## src/rtl/router_pkg.sv

```systemverilog
// rtl/router_pkg.sv - shared router defaults, buffer entry struct and occupancy states
package router_pkg;

    localparam int NO_OUTPORT = 6;
    localparam int NO_VC      = 13;
    localparam int VC_W       = 4;
    localparam int PHIT_SIZE  = 16;

    typedef struct packed {
        logic [PHIT_SIZE-1:0] phit;
        logic                 new_f;
        logic                 sent_req;
    } entry_t;

    typedef enum logic [1:0] {
        OCC_EMPTY = 2'd0,
        OCC_ONE   = 2'd1,
        OCC_FULL  = 2'd2
    } occ_e;

endpackage

```

## src/rtl/inport_out_stage_if.sv

```systemverilog
// rtl/inport_out_stage_if.sv - registered phit valid/ready handshake toward the outport
interface inport_out_stage_if #(
    parameter int PHIT_SIZE = router_pkg::PHIT_SIZE
);
    logic [PHIT_SIZE-1:0] outdata;
    logic                 new_flag;
    logic                 sent_req;
    logic                 out_valid;
    logic                 out_rdy;

    modport master (output outdata, new_flag, sent_req, out_valid, input out_rdy);
    modport slave  (input outdata, new_flag, sent_req, out_valid, output out_rdy);
endinterface

```

## src/rtl/skid_buffer2.sv

```systemverilog
// rtl/skid_buffer2.sv - 2-entry FIFO with wrap-around 1-bit pointers and EMPTY/ONE/FULL occupancy
module skid_buffer2
    import router_pkg::*;
#(
    parameter int W = 18
) (
    input  logic         clk,
    input  logic         rst,
    input  logic         push,
    input  logic [W-1:0] push_data,
    input  logic         pop,
    output logic [W-1:0] head_data,
    output logic [1:0]   occupancy
);
    logic [W-1:0] mem_q [2];
    logic [W-1:0] mem_d [2];
    logic         wr_ptr_q, wr_ptr_d;
    logic         rd_ptr_q, rd_ptr_d;
    occ_e         occ_q, occ_d;
    logic         push_ok, pop_ok;

    always_comb begin
        push_ok  = push && (occ_q != OCC_FULL);
        pop_ok   = pop && (occ_q != OCC_EMPTY);
        mem_d    = mem_q;
        wr_ptr_d = wr_ptr_q;
        rd_ptr_d = rd_ptr_q;
        occ_d    = occ_q;
        if (push_ok) begin
            mem_d[wr_ptr_q] = push_data;
            wr_ptr_d        = ~wr_ptr_q;
        end
        if (pop_ok) begin
            rd_ptr_d = ~rd_ptr_q;
        end
        case (occ_q)
            OCC_EMPTY: if (push_ok) occ_d = OCC_ONE;
            OCC_ONE: begin
                if (push_ok && !pop_ok)      occ_d = OCC_FULL;
                else if (pop_ok && !push_ok) occ_d = OCC_EMPTY;
            end
            OCC_FULL:  if (pop_ok) occ_d = OCC_ONE;
            default:   occ_d = OCC_EMPTY;
        endcase
    end

    always_ff @(posedge clk) begin
        if (rst) begin
            mem_q[0] <= '0;
            mem_q[1] <= '0;
            wr_ptr_q <= 1'b0;
            rd_ptr_q <= 1'b0;
            occ_q    <= OCC_EMPTY;
        end else begin
            mem_q    <= mem_d;
            wr_ptr_q <= wr_ptr_d;
            rd_ptr_q <= rd_ptr_d;
            occ_q    <= occ_d;
        end
    end

    assign head_data = mem_q[rd_ptr_q];
    assign occupancy = occ_q;

endmodule

```

## src/rtl/inport_out_stage.sv

```systemverilog
// rtl/inport_out_stage.sv - per-outport output stage: grant accept, VC strobe, skid-buffered phit
// Optional phit_count statistics port enabled by INPORT_OUT_STATS_EN.
module inport_out_stage #(
    parameter int NO_OUTPORT = router_pkg::NO_OUTPORT,
    parameter int NO_VC      = router_pkg::NO_VC,
    parameter int VC_W       = router_pkg::VC_W,
    parameter int PHIT_SIZE  = router_pkg::PHIT_SIZE,
    parameter int IDEN_NO    = 0
) (
    input  logic                       clk,
    input  logic                       rst,
    input  logic                       en,
    input  logic [VC_W-1:0]            invc_no_from_outport,
    input  logic [NO_VC*PHIT_SIZE-1:0] outdatas,
    input  logic [NO_VC-1:0]           news,
    input  logic [NO_VC-1:0]           sent_reqs,
    input  logic                       ok,
    input  logic                       ready,
    input  logic                       in_update,
    input  logic [NO_VC-1:0]           in_allowed_vcs,
    input  logic [VC_W-1:0]            invc_req_no_from_in,
    inport_out_stage_if.master         out_if,
    output logic [NO_VC-1:0]           call_invc,
    output logic [NO_OUTPORT-1:0]      ok_vec,
    output logic [NO_OUTPORT-1:0]      ready_vec,
    output logic [1:0]                 occupancy,
    output logic                       err_bad_vc,
    output logic                       out_update,
    output logic [NO_VC-1:0]           out_allowed_vcs,
    output logic [VC_W-1:0]            invc_req_no_to_out
`ifdef INPORT_OUT_STATS_EN
    ,
    output logic [31:0]                phit_count
`endif
);
    localparam int ENTRY_W = PHIT_SIZE + 2;

    logic               vc_in_range;
    logic               not_full;
    logic               accept;
    logic               pop;
    logic [ENTRY_W-1:0] push_entry;
    logic [ENTRY_W-1:0] head_entry;
    logic               err_bad_vc_q, err_bad_vc_d;

    // Acceptance ignores same-cycle pops so out_rdy never reaches call_invc combinationally.
    always_comb begin
        vc_in_range  = int'(invc_no_from_outport) < NO_VC;
        not_full     = occupancy != 2'd2;
        accept       = !rst && en && not_full && vc_in_range;
        pop          = out_if.out_valid && out_if.out_rdy;
        call_invc    = accept ? (NO_VC'(1) << invc_no_from_outport) : '0;
        err_bad_vc_d = en && !vc_in_range;
        push_entry   = '0;
        for (int i = 0; i < NO_VC; i++) begin
            if (int'(invc_no_from_outport) == i) begin
                push_entry = {outdatas[i*PHIT_SIZE +: PHIT_SIZE], news[i], sent_reqs[i]};
            end
        end
    end

    skid_buffer2 #(.W(ENTRY_W)) u_skid (
        .clk       (clk),
        .rst       (rst),
        .push      (accept),
        .push_data (push_entry),
        .pop       (pop),
        .head_data (head_entry),
        .occupancy (occupancy)
    );

    always_ff @(posedge clk) begin
        if (rst) err_bad_vc_q <= 1'b0;
        else     err_bad_vc_q <= err_bad_vc_d;
    end

    assign err_bad_vc       = err_bad_vc_q;
    assign out_if.out_valid = occupancy != 2'd0;
    assign out_if.outdata   = out_if.out_valid ? head_entry[ENTRY_W-1:2] : '0;
    assign out_if.new_flag  = out_if.out_valid & head_entry[1];
    assign out_if.sent_req  = out_if.out_valid & head_entry[0];

    assign ok_vec    = ok ? (NO_OUTPORT'(1) << IDEN_NO) : '0;
    assign ready_vec = (ready && not_full) ? (NO_OUTPORT'(1) << IDEN_NO) : '0;

    assign out_update         = in_update;
    assign out_allowed_vcs    = in_allowed_vcs;
    assign invc_req_no_to_out = invc_req_no_from_in;

`ifdef INPORT_OUT_STATS_EN
    logic [31:0] phit_count_q, phit_count_d;

    always_comb phit_count_d = phit_count_q + {31'b0, pop};

    always_ff @(posedge clk) begin
        if (rst) phit_count_q <= '0;
        else     phit_count_q <= phit_count_d;
    end

    assign phit_count = phit_count_q;
`endif

endmodule

```

## src/flat_wrapper.sv

```systemverilog
// flat-port wrapper written by rule: the top's interface ports become plain ports
module inport_out_stage_flat 
#(
    parameter int NO_OUTPORT = router_pkg::NO_OUTPORT,
    parameter int NO_VC      = router_pkg::NO_VC,
    parameter int VC_W       = router_pkg::VC_W,
    parameter int PHIT_SIZE  = router_pkg::PHIT_SIZE,
    parameter int IDEN_NO    = 0
)
  (clk, rst, en, invc_no_from_outport, outdatas, news, sent_reqs, ok, ready, in_update, in_allowed_vcs, invc_req_no_from_in, call_invc, ok_vec, ready_vec, occupancy, err_bad_vc, out_update, out_allowed_vcs, invc_req_no_to_out, out_if_outdata, out_if_new_flag, out_if_sent_req, out_if_out_valid, out_if_out_rdy);
  inport_out_stage_if #(.PHIT_SIZE(PHIT_SIZE)) out_if_i ();
  input  logic clk;
  input  logic rst;
  input  logic en;
  input  logic [VC_W-1:0] invc_no_from_outport;
  input  logic [NO_VC*PHIT_SIZE-1:0] outdatas;
  input  logic [NO_VC-1:0] news;
  input  logic [NO_VC-1:0] sent_reqs;
  input  logic ok;
  input  logic ready;
  input  logic in_update;
  input  logic [NO_VC-1:0] in_allowed_vcs;
  input  logic [VC_W-1:0] invc_req_no_from_in;
  output logic [NO_VC-1:0] call_invc;
  output logic [NO_OUTPORT-1:0] ok_vec;
  output logic [NO_OUTPORT-1:0] ready_vec;
  output logic [1:0] occupancy;
  output logic err_bad_vc;
  output logic out_update;
  output logic [NO_VC-1:0] out_allowed_vcs;
  output logic [VC_W-1:0] invc_req_no_to_out;
  output wire logic [$bits(out_if_i.outdata)-1:0] out_if_outdata;
  output wire logic [$bits(out_if_i.new_flag)-1:0] out_if_new_flag;
  output wire logic [$bits(out_if_i.sent_req)-1:0] out_if_sent_req;
  output wire logic [$bits(out_if_i.out_valid)-1:0] out_if_out_valid;
  input wire logic [$bits(out_if_i.out_rdy)-1:0] out_if_out_rdy;
  assign out_if_outdata = out_if_i.outdata;
  assign out_if_new_flag = out_if_i.new_flag;
  assign out_if_sent_req = out_if_i.sent_req;
  assign out_if_out_valid = out_if_i.out_valid;
  assign out_if_i.out_rdy = out_if_out_rdy;
  inport_out_stage #(.NO_OUTPORT(NO_OUTPORT), .NO_VC(NO_VC), .VC_W(VC_W), .PHIT_SIZE(PHIT_SIZE), .IDEN_NO(IDEN_NO)) u_core (.clk(clk), .rst(rst), .en(en), .invc_no_from_outport(invc_no_from_outport), .outdatas(outdatas), .news(news), .sent_reqs(sent_reqs), .ok(ok), .ready(ready), .in_update(in_update), .in_allowed_vcs(in_allowed_vcs), .invc_req_no_from_in(invc_req_no_from_in), .out_if(out_if_i), .call_invc(call_invc), .ok_vec(ok_vec), .ready_vec(ready_vec), .occupancy(occupancy), .err_bad_vc(err_bad_vc), .out_update(out_update), .out_allowed_vcs(out_allowed_vcs), .invc_req_no_to_out(invc_req_no_to_out));
endmodule
```

## config.mk

```make
export PLATFORM = sky130hd
export DESIGN_NAME = inport_out_stage_flat
export DESIGN_NICKNAME = d
export VERILOG_FILES = /design/src/rtl/router_pkg.sv /design/src/rtl/inport_out_stage_if.sv /design/src/rtl/skid_buffer2.sv /design/src/rtl/inport_out_stage.sv /design/src/flat_wrapper.sv
export SDC_FILE = /design/constraint.sdc
export NUM_CORES = 1
export LEC_CHECK = 0
export BUFFER_PORTS_ARGS = -buffer_cell sky130_fd_sc_hd__buf_4
export CAP_MARGIN = 20
export CORE_AREA = 2 2 126 128
export CTS_CLUSTER_SIZE = 14
export DETAILED_ROUTE_END_ITERATION = 10
export DIE_AREA = 0 0 128 130
export GPL_ROUTABILITY_DRIVEN = 1
export PLACE_DENSITY_LB_ADDON = 0.12
export SLEW_MARGIN = 20
export SYNTH_ARGS = -nofsm -noshare
export SYNTH_HDL_FRONTEND = slang
export SYNTH_SLANG_ARGS = --single-unit
```

## constraint.sdc

```tcl
create_clock -name clk -period 2.2 [get_ports clk]
set_input_delay 0.44 -clock clk [delete_from_list [all_inputs] [get_ports clk]]
set_output_delay 0.44 -clock clk [all_outputs]
set_load 0.03 [all_outputs]
```

==> impl_results.md <==
* Result of the run: completed
* Setup slack after layout at 35.7 ps
* Cell leakage power at 3.36 nW
* Final Hold Slack at 454 ps
* Cell with the biggest individual delay on the critical path: sky130_fd_sc_hd__a2111oi_0
* Area fraction in compound gates after synthesis at 32.9%
* Ys async rst share at 0%
* Netlist area before placement at 4920 um2
* Capturing element type of the critical path: flip-flop
* Area inside the core boundary at 15,400 um2
* Worst Skew at 5.57 ps
* First DRT Iteration DRCs at 509
* Via count of the first global-routing pass at 6,407
* Peak supply drop at 0.266 mV
* Share of post-route cells with drive strength above 1 at 44.6%
* Remaining design rule violation count at 0
* Share of the cycle needed by the critical path after routing at 98.4%
* Cell area power density at 369 nW/um2
* Syn Area/Cell at 7.56 um2
* Synth Warn # at 0
* Nets at 1,201
* Detailed placer's ending HPWL at 20.6 mm
* Required @ worst endpoint at 2360 ps
* Vias at 6,443
* GRT Residual Overflow at 0
* Clock period minus worst slack at 2160 ps
* Final setup violating endpoints at 0
* Largest family of logic cells by synthesized area: compound AO/OA/AOI/OAI gates
* Number of antenna violations at the first check in global routing at 0
* Headroom to the max-slew limit at 48.1%
* Cts bufs inserted at 5
* Die footprint at 16,600 um2
* Arrival time worst endpoint at 2320 ps
* Pin count of the biggest net entering global routing at 30
* Slowest stage delay, CP at 770 ps
* Largest fanout on the critical path at 29
* Total routing resource utilization after global routing at 28.2%
* Clock Root Buffer: sky130_fd_sc_hd__clkbuf_16
* I/O pin total at 327
* EDFF count, synth at 0
* H-tree lvl count at 2
* Setup repair after global routing missed its margin: no
* WS Path Type: input port to flip-flop
* Final instance count without filler cells at 1,131
* Sequence of cells on the critical path: buf_4 > nand2b_1 > a2111oi_0 > buf_4 > a41oi_1 > o21ai_1 > a211oi_1
* Cells after Synth at 651
* Total count of max-transition violations in the final report at 0
* Simple-gate share of the synthesized area at 22.1%
* Total negative slack at 0 ps
* Average wire per standard cell at 21.9 um
* XOR/XNOR share of the synthesized area at 0.178%
* Number of sinks driven by the clock tree at 41
* Portion of netlist area occupied by mux cells at 14.1%
* Slew at the pin closest to its max-slew limit at 758 ps
* Total number of placement rows at 46
* Fill cell total of the finished layout at 1,547
* Share of synthesized area occupied by flip-flops and latches at 16.7%
* Clock transition at the register clock pins on the worst setup and hold paths after CTS at 60 ps
* Weighted congestion reported at the end of routability-driven placement at 0.936
* Startpoint type of the worst setup path: input port
* Horizontal die dimension at 128 um
* TritonRoute pass-1 iters at 6
* Post-place instance area at 7390 um2
* Global-route wire length before repair at 36.0 mm
* Post-layout power at 2.80 mW
* Ant. Diodes at 0
* Worst hold-check path type: input port to flip-flop
* Fmax at 462 MHz
* Register bit total from synthesis at 41
* Maximum count of clock buffers along a single path at 2
* Final Cell Area at 7590 um2
* TritonCTS clock tree: built
* CP dominant cell by count: sky130_fd_sc_hd__buf_4
* Clk Latency, worst-skew pair at 290 ps
* Synthesized-area fraction occupied by adder cells at 0.254%
* Count of final hold-check violations at 0
* Prevailing post-synth register cell: sky130_fd_sc_hd__dfxtp_1
* Die height at 130 um
* Vias per inst at 5.70
* Final Routed Wirelength at 24.7 mm
* Count of hold buffers inserted by post-cts repair at 0
* Number of library cell types mapped by synthesis at 79
* Synth-to-Final Area Change at 54.3%
* Antenna-violating nets left at 0
* Final cell utilization of the core at 49.2%
* Port-buffer cells at 278
* Max-capacitance violation count at 0
* Initial core utilization at 31.9%
* Dpl ws at -183 ps
* Number of placed instances with taps included at 1,122
[sequential cells by signal, indices dropped and copies added, names as in the netlist]
| register | cells |
|---|---|
| u_core.err_bad_vc | 1 |
| u_core.u_skid.occupancy | 2 |
| u_core.u_skid.mem_q | 36 |
| u_core.u_skid.rd_ptr_q | 1 |
| u_core.u_skid.wr_ptr_q | 1 |
[cell families (layout without fill, tap and decap cells)]
logic type	count (synthesis)	count (layout)
and+or+nand+nor	206	206
muxes	60	60
adders and majority gates	1	1
AOI/OAI and AO/OA	234	234
buffers and inverters	107	386
other	1	10
DFF	41	41
xor gates and xnor gates	1	1
[cell usage after synthesis (all sizes together) (3+ instances only)]
cell type   n  share of area [%]
buf        79                 12
nor2       64                4.9
o21ai      58                5.9
dfxtp      41                 17
nand2      41                3.1
mux2i      40                8.1
a21oi      35                3.6
nand3      20                2.0
clkbuf     18                1.4
o22ai      18                2.3
a22oi      15                2.3
mux2       14                3.2
a211oi     13                2.0
nor2b      13                1.7
o211ai     13                2.0
o32ai      12                2.3
nor3       11                1.2
inv        10               0.76
nand2b     10                1.3
a221oi      8                1.6
and3b       8                1.4
nor3b       8                1.7
o2bb2ai     7                1.2
a31oi       6               0.76
mux4        6                2.7
and2        5               0.64
nand3b      5               0.84
o21a        5               0.76
a2bb2oi     4               0.71
a31o        4               0.71
o221ai      4               0.71
o22a        4               0.71
a2111oi     3               0.66
a32oi       3               0.53
a41o        3               0.61
and3        3               0.38
nand4       3               0.38
or2         3               0.38
[cells in the final DEF (no fill, tap or decap), types with 7 or more instances in the layout]
cell,n
sky130_fd_sc_hd__o22ai_1,18
sky130_fd_sc_hd__o21ai_1,10
sky130_fd_sc_hd__mux2i_1,40
sky130_fd_sc_hd__a221oi_1,7
sky130_fd_sc_hd__inv_1,8
sky130_fd_sc_hd__dfxtp_1,41
sky130_fd_sc_hd__buf_4,360
sky130_fd_sc_hd__nand3_1,20
sky130_fd_sc_hd__o211ai_1,13
sky130_fd_sc_hd__nor2b_1,13
sky130_fd_sc_hd__nand2b_1,10
sky130_fd_sc_hd__and3b_1,8
sky130_fd_sc_hd__conb_1,10
sky130_fd_sc_hd__o21ai_0,48
sky130_fd_sc_hd__nor2_1,62
sky130_fd_sc_hd__a211oi_1,12
sky130_fd_sc_hd__o32ai_1,11
sky130_fd_sc_hd__a22oi_1,15
sky130_fd_sc_hd__mux2_2,14
sky130_fd_sc_hd__o2bb2ai_1,7
sky130_fd_sc_hd__nand2_1,40
sky130_fd_sc_hd__a21oi_1,35
[repair_timing]
item,in CTS,in global routing
setup buffers,1,0
cloned,0,0
pin swaps,1,0
setup endpoints to repair,10,12
resized for setup,0,10
[cell type report]
| class | instances | area [um2] | share of cell area [%] |
|---|---|---|---|
| multi-input combinational | 512 | 3510 | 46.2 |
| timing repair buffer | 368 | 2850 | 37.5 |
| sequential | 41 | 821 | 10.8 |
| tap | 192 | 240 | 3.16 |
| clock buffer | 5 | 125 | 1.65 |
| inverter | 10 | 37.5 | 0.494 |
| clock inverter | 3 | 17.5 | 0.231 |
[final timing paths]
path / slack [ps] / endpoint / cells past startpoint / from
max: 40 / u_core.u_skid.mem_q[32] / 7 / invc_no_from_outport[2]
min: 450 / u_core.u_skid.mem_q[29] / 3 / outdatas[201]
max reg2reg: 430 / u_core.u_skid.mem_q[0] / 7 / u_core.u_skid.occupancy[0]
min reg2reg: 460 / u_core.u_skid.mem_q[26] / 2 / u_core.u_skid.mem_q[26]
[power by group]
| group | leakage, nW | internal [mW] | switching (mW) |
|---|---|---|---|
| logic | 2.96 | 0.655 | 0.634 |
| clock network | 0.0696 | 0.416 | 0.294 |
| registers | 0.334 | 0.782 | 0.0196 |
| total | 3.36 | 1.85 | 0.948 |
[per-layer routing]
layer  up-vias  wire length [um]  global-route usage (%)
met5         -                 0                       0
met4         0               843                    9.83
met3        54              1820                    3.49
met2       344             11800                    47.9
met1      3040             10200                    37.2
li1       3005                 -                       -
[worst max-delay path, delay by kind of cell]
family / cells / cell delay, ps
simple gates: 1 / 350
compound gates: 4 / 1090
buf+inv: 2 / 430
Power figures use the tool's default switching activity.
